`config.mk`:
```
export PLATFORM = sky130hd
export DESIGN_NAME = red_arbiter
export DESIGN_NICKNAME = d
export VERILOG_FILES = /design/src/rtl/red_arbiter.sv
export SDC_FILE = /design/constraint.sdc
export NUM_CORES = 1
export LEC_CHECK = 0
export BUFFER_PORTS_ARGS = -buffer_cell sky130_fd_sc_hd__buf_2
export CAP_MARGIN = 30
export CORE_ASPECT_RATIO = 1.2
export CORE_MARGIN = 4
export CORE_UTILIZATION = 30
export CTS_BUF_LIST = sky130_fd_sc_hd__clkbuf_2 sky130_fd_sc_hd__clkbuf_4 sky130_fd_sc_hd__clkbuf_8
export DETAILED_ROUTE_END_ITERATION = 6
export PLACE_DENSITY = 0.53
export SLEW_MARGIN = 20
export SYNTH_ARGS = -nofsm -noshare
export SYNTH_HDL_FRONTEND = slang
export SYNTH_SLANG_ARGS = --single-unit
```
`constraint.sdc`:
```
create_clock -name clk -period 2.1 [get_ports clk]
set_input_delay 0.42 -clock clk [delete_from_list [all_inputs] [get_ports clk]]
set_output_delay 0.42 -clock clk [all_outputs]
set_load 0.01 [all_outputs]
```
`src/rtl/red_arbiter.sv`:
```
// red_arbiter: two-requester round-robin front end for a shared
// GF(2) polynomial reduction unit, with timeout and grade checking.
module red_arbiter #(
  parameter int DATA_WIDTH = 4,
  parameter int TIMEOUT    = 2*DATA_WIDTH+8
) (
  input  logic                          clk,
  input  logic                          rst_n,
  input  logic                          req0_valid,
  output logic                          req0_ready,
  input  logic [2*DATA_WIDTH-1:0]       req0_poly,
  input  logic [$clog2(DATA_WIDTH):0]   req0_grade,
  input  logic [DATA_WIDTH:0]           req0_prim,
  input  logic                          req1_valid,
  output logic                          req1_ready,
  input  logic [2*DATA_WIDTH-1:0]       req1_poly,
  input  logic [$clog2(DATA_WIDTH):0]   req1_grade,
  input  logic [DATA_WIDTH:0]           req1_prim,
  output logic                          rsp0_valid,
  input  logic                          rsp0_ready,
  output logic                          rsp1_valid,
  input  logic                          rsp1_ready,
  output logic [DATA_WIDTH-1:0]         rsp_data,
  output logic                          rsp_err,
  output logic                          red_op_enable,
  output logic [$clog2(DATA_WIDTH):0]   red_grade,
  output logic [DATA_WIDTH:0]           red_prim,
  output logic [2*DATA_WIDTH-1:0]       red_poly,
  input  logic [DATA_WIDTH-1:0]         red_out,
  input  logic                          red_op_finish
);

  localparam int W  = DATA_WIDTH;
  localparam int GW = $clog2(W) + 1;
  localparam int CW = $clog2(TIMEOUT + 1);

  localparam logic [GW-1:0] GMIN  = GW'(2);
  localparam logic [GW-1:0] GMAX  = GW'(W);
  localparam logic [CW-1:0] CLAST = CW'(TIMEOUT - 1);

  typedef enum logic [1:0] {
    S_IDLE,
    S_LOAD,
    S_RUN,
    S_RESP
  } state_t;

  state_t          state_q, state_d;
  logic            rr_q, rr_d;
  logic            own_q, own_d;
  logic [CW-1:0]   cnt_q, cnt_d;
  logic [W-1:0]    data_q, data_d;
  logic            err_q, err_d;
  logic [2*W-1:0]  poly_q, poly_d;
  logic [GW-1:0]   grade_q, grade_d;
  logic [W:0]      prim_q, prim_d;

  logic            gnt0, gnt1;
  logic [2*W-1:0]  cap_poly;
  logic [GW-1:0]   cap_grade;
  logic [W:0]      cap_prim;
  logic            bad_grade;
  logic            own_ready;

  // Round-robin grant, only offered while idle and out of reset
  always_comb begin
    gnt0 = 1'b0;
    gnt1 = 1'b0;
    if (rst_n && state_q == S_IDLE) begin
      if (req0_valid && req1_valid) begin
        gnt0 = !rr_q;
        gnt1 = rr_q;
      end else begin
        gnt0 = req0_valid;
        gnt1 = req1_valid;
      end
    end
  end

  assign cap_poly  = gnt1 ? req1_poly  : req0_poly;
  assign cap_grade = gnt1 ? req1_grade : req0_grade;
  assign cap_prim  = gnt1 ? req1_prim  : req0_prim;
  assign bad_grade = (cap_grade < GMIN) || (cap_grade > GMAX);
  assign own_ready = own_q ? rsp1_ready : rsp0_ready;

  // Next-state and datapath update for the arbiter FSM
  always_comb begin
    state_d = state_q;
    rr_d    = rr_q;
    own_d   = own_q;
    cnt_d   = cnt_q;
    data_d  = data_q;
    err_d   = err_q;
    poly_d  = poly_q;
    grade_d = grade_q;
    prim_d  = prim_q;
    unique case (state_q)
      S_IDLE: begin
        if (gnt0 || gnt1) begin
          own_d   = gnt1;
          poly_d  = cap_poly;
          grade_d = cap_grade;
          prim_d  = cap_prim;
          if (bad_grade) begin
            data_d  = '0;
            err_d   = 1'b1;
            state_d = S_RESP;
          end else begin
            state_d = S_LOAD;
          end
        end
      end
      S_LOAD: begin
        cnt_d   = '0;
        state_d = S_RUN;
      end
      S_RUN: begin
        if (red_op_finish) begin
          data_d  = red_out;
          err_d   = 1'b0;
          state_d = S_RESP;
        end else if (cnt_q == CLAST) begin
          data_d  = '0;
          err_d   = 1'b1;
          state_d = S_RESP;
        end else begin
          cnt_d = cnt_q + 1'b1;
        end
      end
      S_RESP: begin
        if (own_ready) begin
          rr_d    = !own_q;
          state_d = S_IDLE;
        end
      end
      default: state_d = S_IDLE;
    endcase
  end

  // State and capture registers with synchronous active-low reset
  always_ff @(posedge clk) begin
    if (!rst_n) begin
      state_q <= S_IDLE;
      rr_q    <= 1'b0;
      own_q   <= 1'b0;
      cnt_q   <= '0;
      data_q  <= '0;
      err_q   <= 1'b0;
      poly_q  <= '0;
      grade_q <= '0;
      prim_q  <= '0;
    end else begin
      state_q <= state_d;
      rr_q    <= rr_d;
      own_q   <= own_d;
      cnt_q   <= cnt_d;
      data_q  <= data_d;
      err_q   <= err_d;
      poly_q  <= poly_d;
      grade_q <= grade_d;
      prim_q  <= prim_d;
    end
  end

  assign req0_ready    = gnt0;
  assign req1_ready    = gnt1;
  assign rsp0_valid    = rst_n && state_q == S_RESP && !own_q;
  assign rsp1_valid    = rst_n && state_q == S_RESP && own_q;
  assign red_op_enable = rst_n && state_q == S_RUN;
  assign rsp_data      = data_q;
  assign rsp_err       = err_q;
  assign red_poly      = poly_q;
  assign red_grade     = grade_q;
  assign red_prim      = prim_q;

endmodule

```
# After elaboration in Yosys (flattened, before gate mapping)

Index checks and enable logic that the tools add are counted.

Output and inout port bits: 26
Register bits after elaboration: 30
Word-level logic and storage cells: 67

Equality and inequality tests: 10
Order comparisons: 2
Add/sub/neg operators: 1
Multiplexer cells: 27
Reduce and logical (&&, ||, !) cells: 18

Operators by type and width:

| kind                  | number |
|---|---|
| $mux W4               | 4 |
| $mux W5               | 3 |
| $mux W2               | 5 |
| $pmux W5 S2           | 1 |
| $mux W1               | 9 |
| $mux W8               | 1 |
| $ne A2 B2 Y1 const B  | 4 |
| $pmux W2 S4           | 1 |
| $pmux W4 S2           | 1 |
| $logic_and A1 B1 Y1   | 6 |
| $reduce_and A3 Y1     | 2 |
| $add A5 B1 Y5 const B | 1 |
| $eq A5 B4 Y1 const B  | 1 |
| $eq A2 B2 Y1 const B  | 2 |
| $reduce_and A2 Y1     | 2 |
| $reduce_and A4 Y1     | 1 |
| $reduce_bool A2 Y1    | 2 |
| $gt A3 B3 Y1 const B  | 1 |
| $lt A3 B2 Y1 const B  | 1 |
| $mux W3               | 1 |
| $ne A3 B3 Y1 const B  | 1 |
| $eq A2 B1 Y1 const B  | 1 |
| $logic_not A1 Y1      | 2 |
| $logic_not A2 Y1      | 1 |
| other kinds (3)       | 4 |

# Depth between registers and ports, before layout

Gate-level depths: netlist of run 1.

Depth in word-level cells: 9
Mapped depth: 9
Gate-level depth less buffers: 8

# Worst setup path after synthesis of run 1

Ideal clock, no wire load.

Kind: register -> register
From: reg cnt_q[0]
To: reg data_q[0], in the netlist rsp_data[0]
Slack: 326 ps
Data required time: 1968 ps
Clock period less this slack: 1774 ps
Cell stages (with the launch flop): 9
Setup time: 132 ps
Arrival time: 1642 ps
Cell sequence: dfxtp_1 > ha_1 > and3_1 > ha_1 > or3_1 > clkbuf_1 > nand2_2 > o32ai_4 > mux2i_1

Cells in the longest elaborated chain, start to end: 3

RTL lines:

| element                            | line | text |
|---|---|---|
| start, declared                    | 51   | `logic [CW-1:0] cnt_q, cnt_d;` |
| start signal, assigned             | 156  | `cnt_q <= cnt_d;` |
| $eq A5 B4 Y1                       | 122  | `end else if (cnt_q == CLAST) begin` |
| $ne A3 B3 Y1 (no source line)      | --   |  |
| $reduce_and A4 Y1 (no source line) | --   |  |
| end signal, assigned               | 157  | `data_q <= data_d;` |
| end, declared                      | 52   | `logic [W-1:0] data_q, data_d;` |

No other way between the ends.
A chain may end at the register's enable or synchronous reset.

# Final worst setup path of run 1

From: reg state_q[0]
To: out req1_ready

Cells in the longest elaborated chain, start to end: 3

RTL lines:

| element                | line | text |
|---|---|---|
| start, declared        | 48   | `state_t state_q, state_d;` |
| start signal, assigned | 153  | `state_q <= state_d;` |
| $logic_not A2 Y1       | 69   | `if (rst_n && state_q == S_IDLE) begin` |
| $logic_and A1 B1 Y1    | 69   |  |
| $mux W1                | 69   |  |
| end, declared          | 15   | `output logic req1_ready,` |

No other way between the ends.

==> flow_metrics.tcl, run 1 <==
set metrics [dict create \
    die_area_um2 6706 \
    dpl.hpwl_um 2979 \
    layout_commonest_cell "buf_2" \
    final_cell_mix "68 x buf_2, 36 x nand2_1, 30 x dfxtp_1" \
    grt_max_degree 33 \
    clkTransAtPathRegs_ns 0.07 \
    dp_cells 302 \
    ys_seq_elements 30 \
    num_vias 1480 \
    clk_latency_ns 0.28 \
    nets 297 \
    seq_area_um2 600.6 \
    maxCapViolCount 0 \
    cts_root_buffer "clkbuf_8" \
    synth_top_cell_area_share_pct 36.70 \
    cts_tree "built" \
    grt_pass1_vias 1444 \
    rsz0062_at_grt "no" \
    synthAdderAreaFrac_pct 5.352 \
    hold_start "red_out[2]" \
    initial_core_util_pct 30.89 \
    synth_area_leader_cell "dfxtp_1" \
    power.total_mw 2.279 \
    power.density_nw_per_um2 1061 \
    io_pins 69 \
    critical_path_class "reg2out" \
    crit_required_ns 1.68 \
    syn_inst 177 \
    synth_nets 227 \
    num_antenna_cells 0 \
    grt_pass1_wl_um 6527 \
    final_cell_area_um2 2148 \
    io_buffers 68 \
    cts_hold_buf 0 \
    r2r-end "rsp_data[1]" \
    maxSlewHeadroom_pct 71.42 \
    placementRows 29 \
    fin_cells 309 \
    worstPathMaxFanout 10 \
    reg2reg_depth 7 \
    yosys.area_share.simple_pct 19.65 \
    dp_slack_ns 0.1849 \
    period_needed_ns 1.993 \
    fin_tns_setup_ns 0 \
    drive_gt1_share_pct 37.65 \
    cellLeakagePower_nw 1.230 \
    period_share_pct 94.92 \
    synth_top_family_by_area "simple AND/OR/NAND/NOR gates" \
    wl_per_cell_um 12.85 \
    multi_input_area_um2 942.2 \
    synth_area_um2 1637 \
    antenna_found_initial 0 \
    setup_viol_count_final 0 \
    gp_congestion 0.7545 \
    arrival_ns 1.57 \
    grt_overflow 0 \
    drv_slew 0 \
    synth_compound_area_share_pct 19.11 \
    ys_types 33 \
    cts.path.max_buffers 2 \
    yosysWarnings 0 \
    yosysSeqAreaShare_pct 36.70 \
    fmax_mhz 501.7 \
    n_fill_cell 545 \
    synth_xor_area_share_pct 1.070 \
    track_usage_pct 12.69 \
    hold_path_depth 3 \
    cts_max_level 2 \
    core_um2 5298 \
    ant_nets 0 \
    peakVddDrop_mv 0.4487 \
    cts_sinks 30 \
    synthTopCellsByArea "dfxtp_1 37%, mux2i_1 12%, o211a_1 11%" \
    dpl-instance-area_um2 2023 \
    min_to "rsp_data[2]" \
    critPathLaunchType "register" \
    syn_area_per_cell_um2 9.246 \
    drt-total-wl_um 3970 \
    cts_made_buffers 5 \
    hold_viol_final 0 \
    min_path_type "in2reg" \
    cp-end-kind "primary output" \
    synth.mux.area_fraction_pct 11.62 \
    die_height_um 88.91 \
    drt_iter0_drc 67 \
    finClkSkew_ns 0.006816 \
    timing.final.ws_setup_ns 0.1067 \
    first_pass_iters 4 \
    r2r_start "cnt_q[0]" \
    drc 0 \
    dieWidth_um 75.43 \
    vias_per_cell 4.790 \
    reg2reg_slack_ns 0.23 \
    syn2layout_area_growth_pct 31.27 \
    status "complete, no violations" \
    tightest_slew_ns 0.4287 \
]
where the power goes:
| group | leakage [nW] | total, mW | internal, mW | switching, mW |
|---|---|---|---|---|
| clock | 0.0573 | 0.598 | 0.379 | 0.218 |
| sequential | 0.246 | 0.757 | 0.683 | 0.0740 |
| combinational | 0.927 | 0.925 | 0.430 | 0.495 |
sequential cells by signal, summed over array words and instances (netlist names):
signal	cells
red_grade	3
rsp_err	1
rsp_data	4
own_q	1
red_poly	8
cnt_q	5
rr_q	1
red_prim	5
state_q	2
timing repair:
| action | in CTS | in global routing |
|---|---|---|
| resized for setup | 2 | 2 |
| setup buffers | 0 | 0 |
| cloned | 0 | 0 |
| setup endpoints to repair | 1 | 1 |
Yosys cell counts (all sizes together):
cell     instances
nand3            7
o32ai            1
nand4            5
nand2           37
or2              1
a221oi           1
and3             2
xor2             2
a21boi           2
nor2             7
nor3b            1
inv              6
a31oi            1
buf              6
nand2b           1
dfxtp           30
a2111oi          1
clkbuf           6
o211a           18
nor2b            1
ha               7
a21oi            3
a31o             1
or3              1
mux2i           19
nor3             1
o21ai            3
o211ai           2
and2             4
cell families after synthesis:
group	count (synthesis)
compound gates	33
xor+xnor	2
fa+ha+maj	7
buf+inv	18
flops	30
mux	19
simple gates	68
layout make-up:
class	instances	share of cell area (%)
Clock buffer	6	3.844
Multi-Input combinational cell	129	43.86
Clock inverter	1	1.398
Inverter	6	1.048
Tap cell	62	3.611
Sequential cell	30	27.96
Timing Repair Buffer	75	18.29
metrics by stage:
stage	utilization (%)	hold slack, ns
after floorplan	-	0.4715
final	40.55	0.4038
after detailed placement	38.19	0.4455
after CTS	40.55	0.3995
after global placement	38.19	0.4447
after global routing	40.55	0.4085
worst max-delay path, cell delays in order, from the launching register on:
cell     delay, ns
dfxtp_1       0.34
inv_2         0.11
ha_4          0.19
nand3_2       0.10
or2_4         0.31
inv_1         0.11
buf_2         0.14
worst max-delay path by stage:
stage	startpoint	end	slack, ns	depth (start not counted)
after global placement	state_q[1]	red_poly[7]	0.21	8
after CTS	state_q[0]	req1_ready	0.04	6
after detailed placement	state_q[1]	rsp_data[1]	0.18	7
after floorplan	cnt_q[0]	rsp_data[0]	0.33	8
after global routing	state_q[0]	req1_ready	0.008	6
final	state_q[0]	req1_ready	0.11	6
layer usage:
| metal | GRT usage (%) | share of wire (%) |
|---|---|---|
| met3 | 5.624 | 10 |
| met5 | 0 | 0 |
| met2 | 18.93 | 44 |
| met4 | 4.769 | 0.91 |
| met1 | 16.08 | 45 |
(Power assumes the default switching activity.)
==> run 2: changes to the inputs <==
- clock period: 2.1 -> 1.9 ns (I/O delays scaled with it)
==> run 2 against run 1 <==
Effect of this change:
- critical endpoint unchanged
- sequential power rose by 9.8%
- highest routed layer unchanged
- first-iteration DRC count fell by 34%
- global-route usage fell by 0.23 points
- critical path type unchanged
==> flow_metrics.tcl, run 2 (synthesized netlist as in run 1, its figures left out) <==
set metrics [dict create \
    io_buffers 68 \
    final_cell_mix "67 x buf_2, 36 x nand2_1, 29 x dfxtp_1" \
    finClkSkew_ns 0.005531 \
    power.density_nw_per_um2 1123 \
    critical_path_class "reg2out" \
    power.total_mw 2.472 \
    num_antenna_cells 0 \
    drc 0 \
    grt_max_degree 33 \
    cp-end-kind "primary output" \
    io_pins 69 \
    die_height_um 88.91 \
    drive_gt1_share_pct 40.16 \
    gp_congestion 0.7697 \
    core_um2 5298 \
    ant_nets 0 \
    drt-total-wl_um 3889 \
    arrival_ns 1.43 \
    hold_viol_final 0 \
    grt_pass1_vias 1440 \
    dieWidth_um 75.43 \
    grt_pass1_wl_um 6465 \
    first_pass_iters 4 \
    hold-worst-slack_ns 0.3619 \
    crit_required_ns 1.52 \
    fmax_mhz 552.4 \
    drv_slew 0 \
    num_vias 1493 \
    dpl.hpwl_um 2984 \
    status "complete, no violations" \
    period_share_pct 95.28 \
    cts_sinks 30 \
    cts_root_buffer "clkbuf_8" \
    tightest_slew_ns 0.3950 \
    layout_commonest_cell "buf_2" \
    cpPeakStageDelay_ns 0.34 \
    initial_core_util_pct 30.89 \
    cts_max_level 2 \
    vias_per_cell 4.725 \
    maxSlewHeadroom_pct 73.66 \
    maxCapViolCount 0 \
    cts_made_buffers 5 \
    worstPathMaxFanout 4 \
    crit_chain "inv_2 > ha_4 > nand3_2 > or2_4 > inv_1 > buf_6" \
    antenna_found_initial 0 \
    drt_iter0_drc 44 \
    largest_reg_flops 8 \
    die_area_um2 6706 \
    cts_tree "built" \
    wl_per_cell_um 12.31 \
    placementRows 29 \
    peakVddDrop_mv 0.4836 \
    cellLeakagePower_nw 1.253 \
    cts_hold_buf 0 \
    path_buf_inv 3 \
    cts.path.max_buffers 2 \
    grt_overflow 0 \
    clk_latency_ns 0.28 \
    min_path_type "in2reg" \
    syn2layout_area_growth_pct 34.48 \
    setup_viol_count_final 0 \
    worst_path_max_delay_cell "dfxtp_2" \
    track_usage_pct 12.47 \
    period_needed_ns 1.810 \
    critPathLaunchType "register" \
    nets 303 \
    clkTransAtPathRegs_ns 0.07 \
    path_delay_family "simple AND/OR/NAND/NOR gates" \
]
[run 2: changes by cell type in the layout (fill, tap and decap cells not counted), sizes merged]
cell      before  now
buf           75   81
bufinv         1    0
clkinv         0    1
clkinvlp       0    1
[run 2: power by group]
part	switching [mW]	total [mW]	internal, mW
logic	0.565	1.10	0.538
registers	0.0736	0.831	0.757
clock network	0.247	0.538	0.291
[run 2: routing by layer]
layer / wire length, µm / vias to the layer above / global-route usage (%)
met2: 1712 / 56 / 19.56
met3: 338 / 5 / 3.937
met5: 0 / - / 0
met1: 1778 / 661 / 15.88
li1: - / 771 / -
met4: 59 / 0 / 4.769
[run 2: per-stage QoR]
stage	setup TNS, ns	worst slack, ns	util (%)	instances	area [µm²]
2_1_floorplan	0	0.1258	-	177	1637
3_3_place_gp	0	0.09777	38.99	306	2066
3_5_place_dp	0	0.06438	38.99	306	2066
4_1_cts	0	0.007613	41.31	316	2188
5_1_grt	-0.00002942	-0.00002942	41.54	316	2201
6_report	0	0.08976	41.54	316	2201
[run 2: cell type report]
type	instances	area, µm²
clock inverter	2	12.51
sequential	30	601.8
clock buffer	6	82.58
tap	62	77.57
fill	556	3097
multi-input combinational	129	947.2
inverter	6	22.52
timing repair buffer	81	456.7
[run 2: tightest hold or removal path, delay by kind of cell]
family | cells | cell delay [ns]
buffers and inverters | 1 | 0.10
and+or+nand+nor | 1 | 0.06
muxes | 1 | 0.06
[run 2: path summary, 6_finish.rpt]
path | from | end | slack [ns] | cells after the start
worst max-delay path | state_q[1] | req1_ready | 0.09 | 6
worst min-delay path | red_out[2] | rsp_data[2] | 0.36 | 3
worst max register to register | state_q[1] | rsp_data[3] | 0.11 | 8
worst min register to register | rsp_data[0] | rsp_data[0] | 0.45 | 2
[run 2: timing repair]
action,in CTS,in global routing
setup buffers,2,0
endpoints found under the hold margin,0,0
gates resized for setup,2,5
pin swaps,1,0
setup endpoints to repair,1,12
==> run 3: changes to the inputs <==
--- a/config.mk
+++ b/config.mk
@@ -8,4 +8,6 @@
 export BUFFER_PORTS_ARGS = -buffer_cell sky130_fd_sc_hd__buf_2
 export CAP_MARGIN = 30
+export CELL_PAD_IN_SITES_DETAIL_PLACEMENT = 1
+export CELL_PAD_IN_SITES_GLOBAL_PLACEMENT = 1
 export CORE_ASPECT_RATIO = 1.2
 export CORE_MARGIN = 4
@@ -13,5 +15,5 @@
 export CTS_BUF_LIST = sky130_fd_sc_hd__clkbuf_2 sky130_fd_sc_hd__clkbuf_4 sky130_fd_sc_hd__clkbuf_8
 export DETAILED_ROUTE_END_ITERATION = 6
-export PLACE_DENSITY = 0.53
+export PLACE_DENSITY = 0.7
 export SLEW_MARGIN = 20
 export SYNTH_ARGS = -nofsm -noshare
==> constraint.sdc (replaced) <==
create_clock -name clk -period 1.9 [get_ports clk]
set_input_delay 0.095 -clock clk [delete_from_list [all_inputs] [get_ports clk]]
set_output_delay 0.095 -clock clk [all_outputs]
set_load 0.01 [all_outputs]
==> run 3 against run 2 <==
Effect of this change:
- setup slack improved by 0.0096 ns
- register-to-register slack is essentially flat
- global-route usage rose by 1.2 points
- sequential share of layout area grew 0.49 points
- total power shrank 0.80%
- largest cell class unchanged
==> flow_metrics.tcl, run 3 (synthesized netlist as in run 1, its figures left out) <==
set metrics [dict create \
    cts.path.max_buffers 2 \
    track_usage_pct 13.66 \
    layout_commonest_cell "buf_2" \
    num_antenna_cells 0 \
    min_to "rsp_data[2]" \
    drt_iter0_drc 36 \
    critPathLaunchType "register" \
    cts_tree "built" \
    hold_path_depth 3 \
    largest_reg_flops 8 \
    peakVddDrop_mv 0.4214 \
    reg2reg_slack_ns 0.1 \
    dieWidth_um 75.43 \
    period_share_pct 94.77 \
    grt_max_degree 28 \
    gp_congestion 0.7504 \
    finClkSkew_ns 0.001576 \
    syn2layout_area_growth_pct 32.11 \
    fin_tns_setup_ns 0 \
    hold_start "red_out[2]" \
    clk_latency_ns 0.27 \
    wl_per_cell_um 13.77 \
    dpl.hpwl_um 3304 \
    rsz0062_at_grt "no" \
    critical_path_class "reg2reg" \
    die_area_um2 6706 \
    n_fill_cell 650 \
    maxCapViolCount 0 \
    dpl-instance-area_um2 2031 \
    reg2reg_depth 7 \
    final_cell_area_um2 2162 \
    path_buf_inv 0 \
    arrival_ns 1.97 \
    io_pins 69 \
    placementRows 29 \
    drive_gt1_share_pct 40.16 \
    cellLeakagePower_nw 1.230 \
    antenna_found_initial 0 \
    core_um2 5298 \
    grt_pass1_wl_um 7031 \
    r2r-end "cnt_q[3]" \
    min_path_type "in2reg" \
    cts_sinks 30 \
    drt-total-wl_um 4282 \
    crit_chain "ha_1 > and3_1 > ha_2 > nor3_2 > nand4_1 > xor2_1 > nor2_1" \
    cpPeakStageDelay_ns 0.38 \
    postCtsSetupBuffers 0 \
    power.density_nw_per_um2 1134 \
    tightest_slew_ns 0.4847 \
    cts_made_buffers 5 \
    cts_max_level 2 \
    worst_path_max_delay_cell "nor3_2" \
    r2r_start "cnt_q[0]" \
    grt_overflow 0 \
    initial_core_util_pct 30.89 \
    die_height_um 88.91 \
    nets 298 \
    fmax_mhz 555.4 \
    clkTransAtPathRegs_ns 0.06 \
    path_delay_family "simple AND/OR/NAND/NOR gates" \
    worstPathMaxFanout 5 \
    num_vias 1514 \
    ant_nets 0 \
    status "complete, no violations" \
    maxSlewHeadroom_pct 67.51 \
    cts_root_buffer "clkbuf_8" \
    cp-end-kind "register" \
    first_pass_iters 3 \
    period_needed_ns 1.801 \
    drv_slew 0 \
    grt_pass1_vias 1515 \
    setup_viol_count_final 0 \
    vias_per_cell 4.868 \
    crit_required_ns 2.07 \
    final_cell_mix "68 x buf_2, 36 x nand2_1, 29 x dfxtp_1" \
    drc 0 \
    fin_util_pct 40.81 \
    io_buffers 68 \
    hold_viol_final 0 \
]
## run 3: how the worst max path moves through the flow
stage                           from           to  slack [ns]  cells after the start
after CTS                   cnt_q[0]  rsp_data[1]       0.005                      7
after detailed placement  state_q[0]  red_poly[3]        0.01                      8
after global routing        cnt_q[0]     cnt_q[3]       0.005                      7
final                       cnt_q[0]     cnt_q[3]         0.1                      7
after global placement    state_q[0]  red_poly[3]        0.10                      8
after floorplan             cnt_q[0]  rsp_data[0]        0.13                      8
## run 3: worst reg2reg max path, cell delays in order (launching register included)
cell and delay, ns:
dfxtp_2 0.33, ha_1 0.20, and3_1 0.19, ha_2 0.18
nor3_2 0.38, nand4_1 0.20, xor2_1 0.18, nor2_1 0.05
## run 3: stage by stage
| step | hold slack [ns] | power, mW | setup WS [ns] | cells |
|---|---|---|---|---|
| finish | 0.07775 | 2.452 | 0.09937 | 311 |
| global route | 0.08294 | 2.664 | 0.005149 | 311 |
| CTS | 0.07334 | 2.430 | 0.005023 | 311 |
| detailed placement | 0.3730 | 1.865 | 0.01428 | 303 |
| global placement | 0.3680 | 1.837 | 0.1015 | 303 |
| floorplan | 0.2512 | 1.546 | 0.1258 | 177 |
## run 3: final cells by class
type,instances,area [µm²],area share (%)
inverters,6,22.52,1.042
well taps,62,77.57,3.588
multi-input cells,129,960.9,44.44
repair buffers,76,404.1,18.69
clock buffers,7,90.09,4.167
clock inverters,1,5.005,0.2315
flip-flops and latches,30,601.8,27.84
## run 3: timing repair
| action | CTS | global route |
|---|---|---|
| setup endpoints to repair | 2 | 11 |
| hold buffers | 0 | 0 |
| pin swaps | 0 | 3 |
| endpoints found under the hold margin | 0 | 0 |
| resized for setup | 2 | 9 |
| cloned | 0 | 0 |
## run 3: power by group
part / switching [mW] / leakage, nW / internal, mW / total, mW
combinational: 0.571 / 0.933 / 0.499 / 1.07
clock: 0.234 / 0.0517 / 0.306 / 0.540
sequential: 0.0858 / 0.246 / 0.756 / 0.842
## run 3: layer usage
metal  part of all wire (%)  vias to the layer above  routed length, µm  GRT usage (%)
met4                    1.2                        0                 51          3.816
met1                     43                      692               1827          16.08
li1                       -                      763                  -              -
met2                     46                       54               1987          22.78
met5                      0                        -                  0              0
met3                    9.7                        5                416          5.512
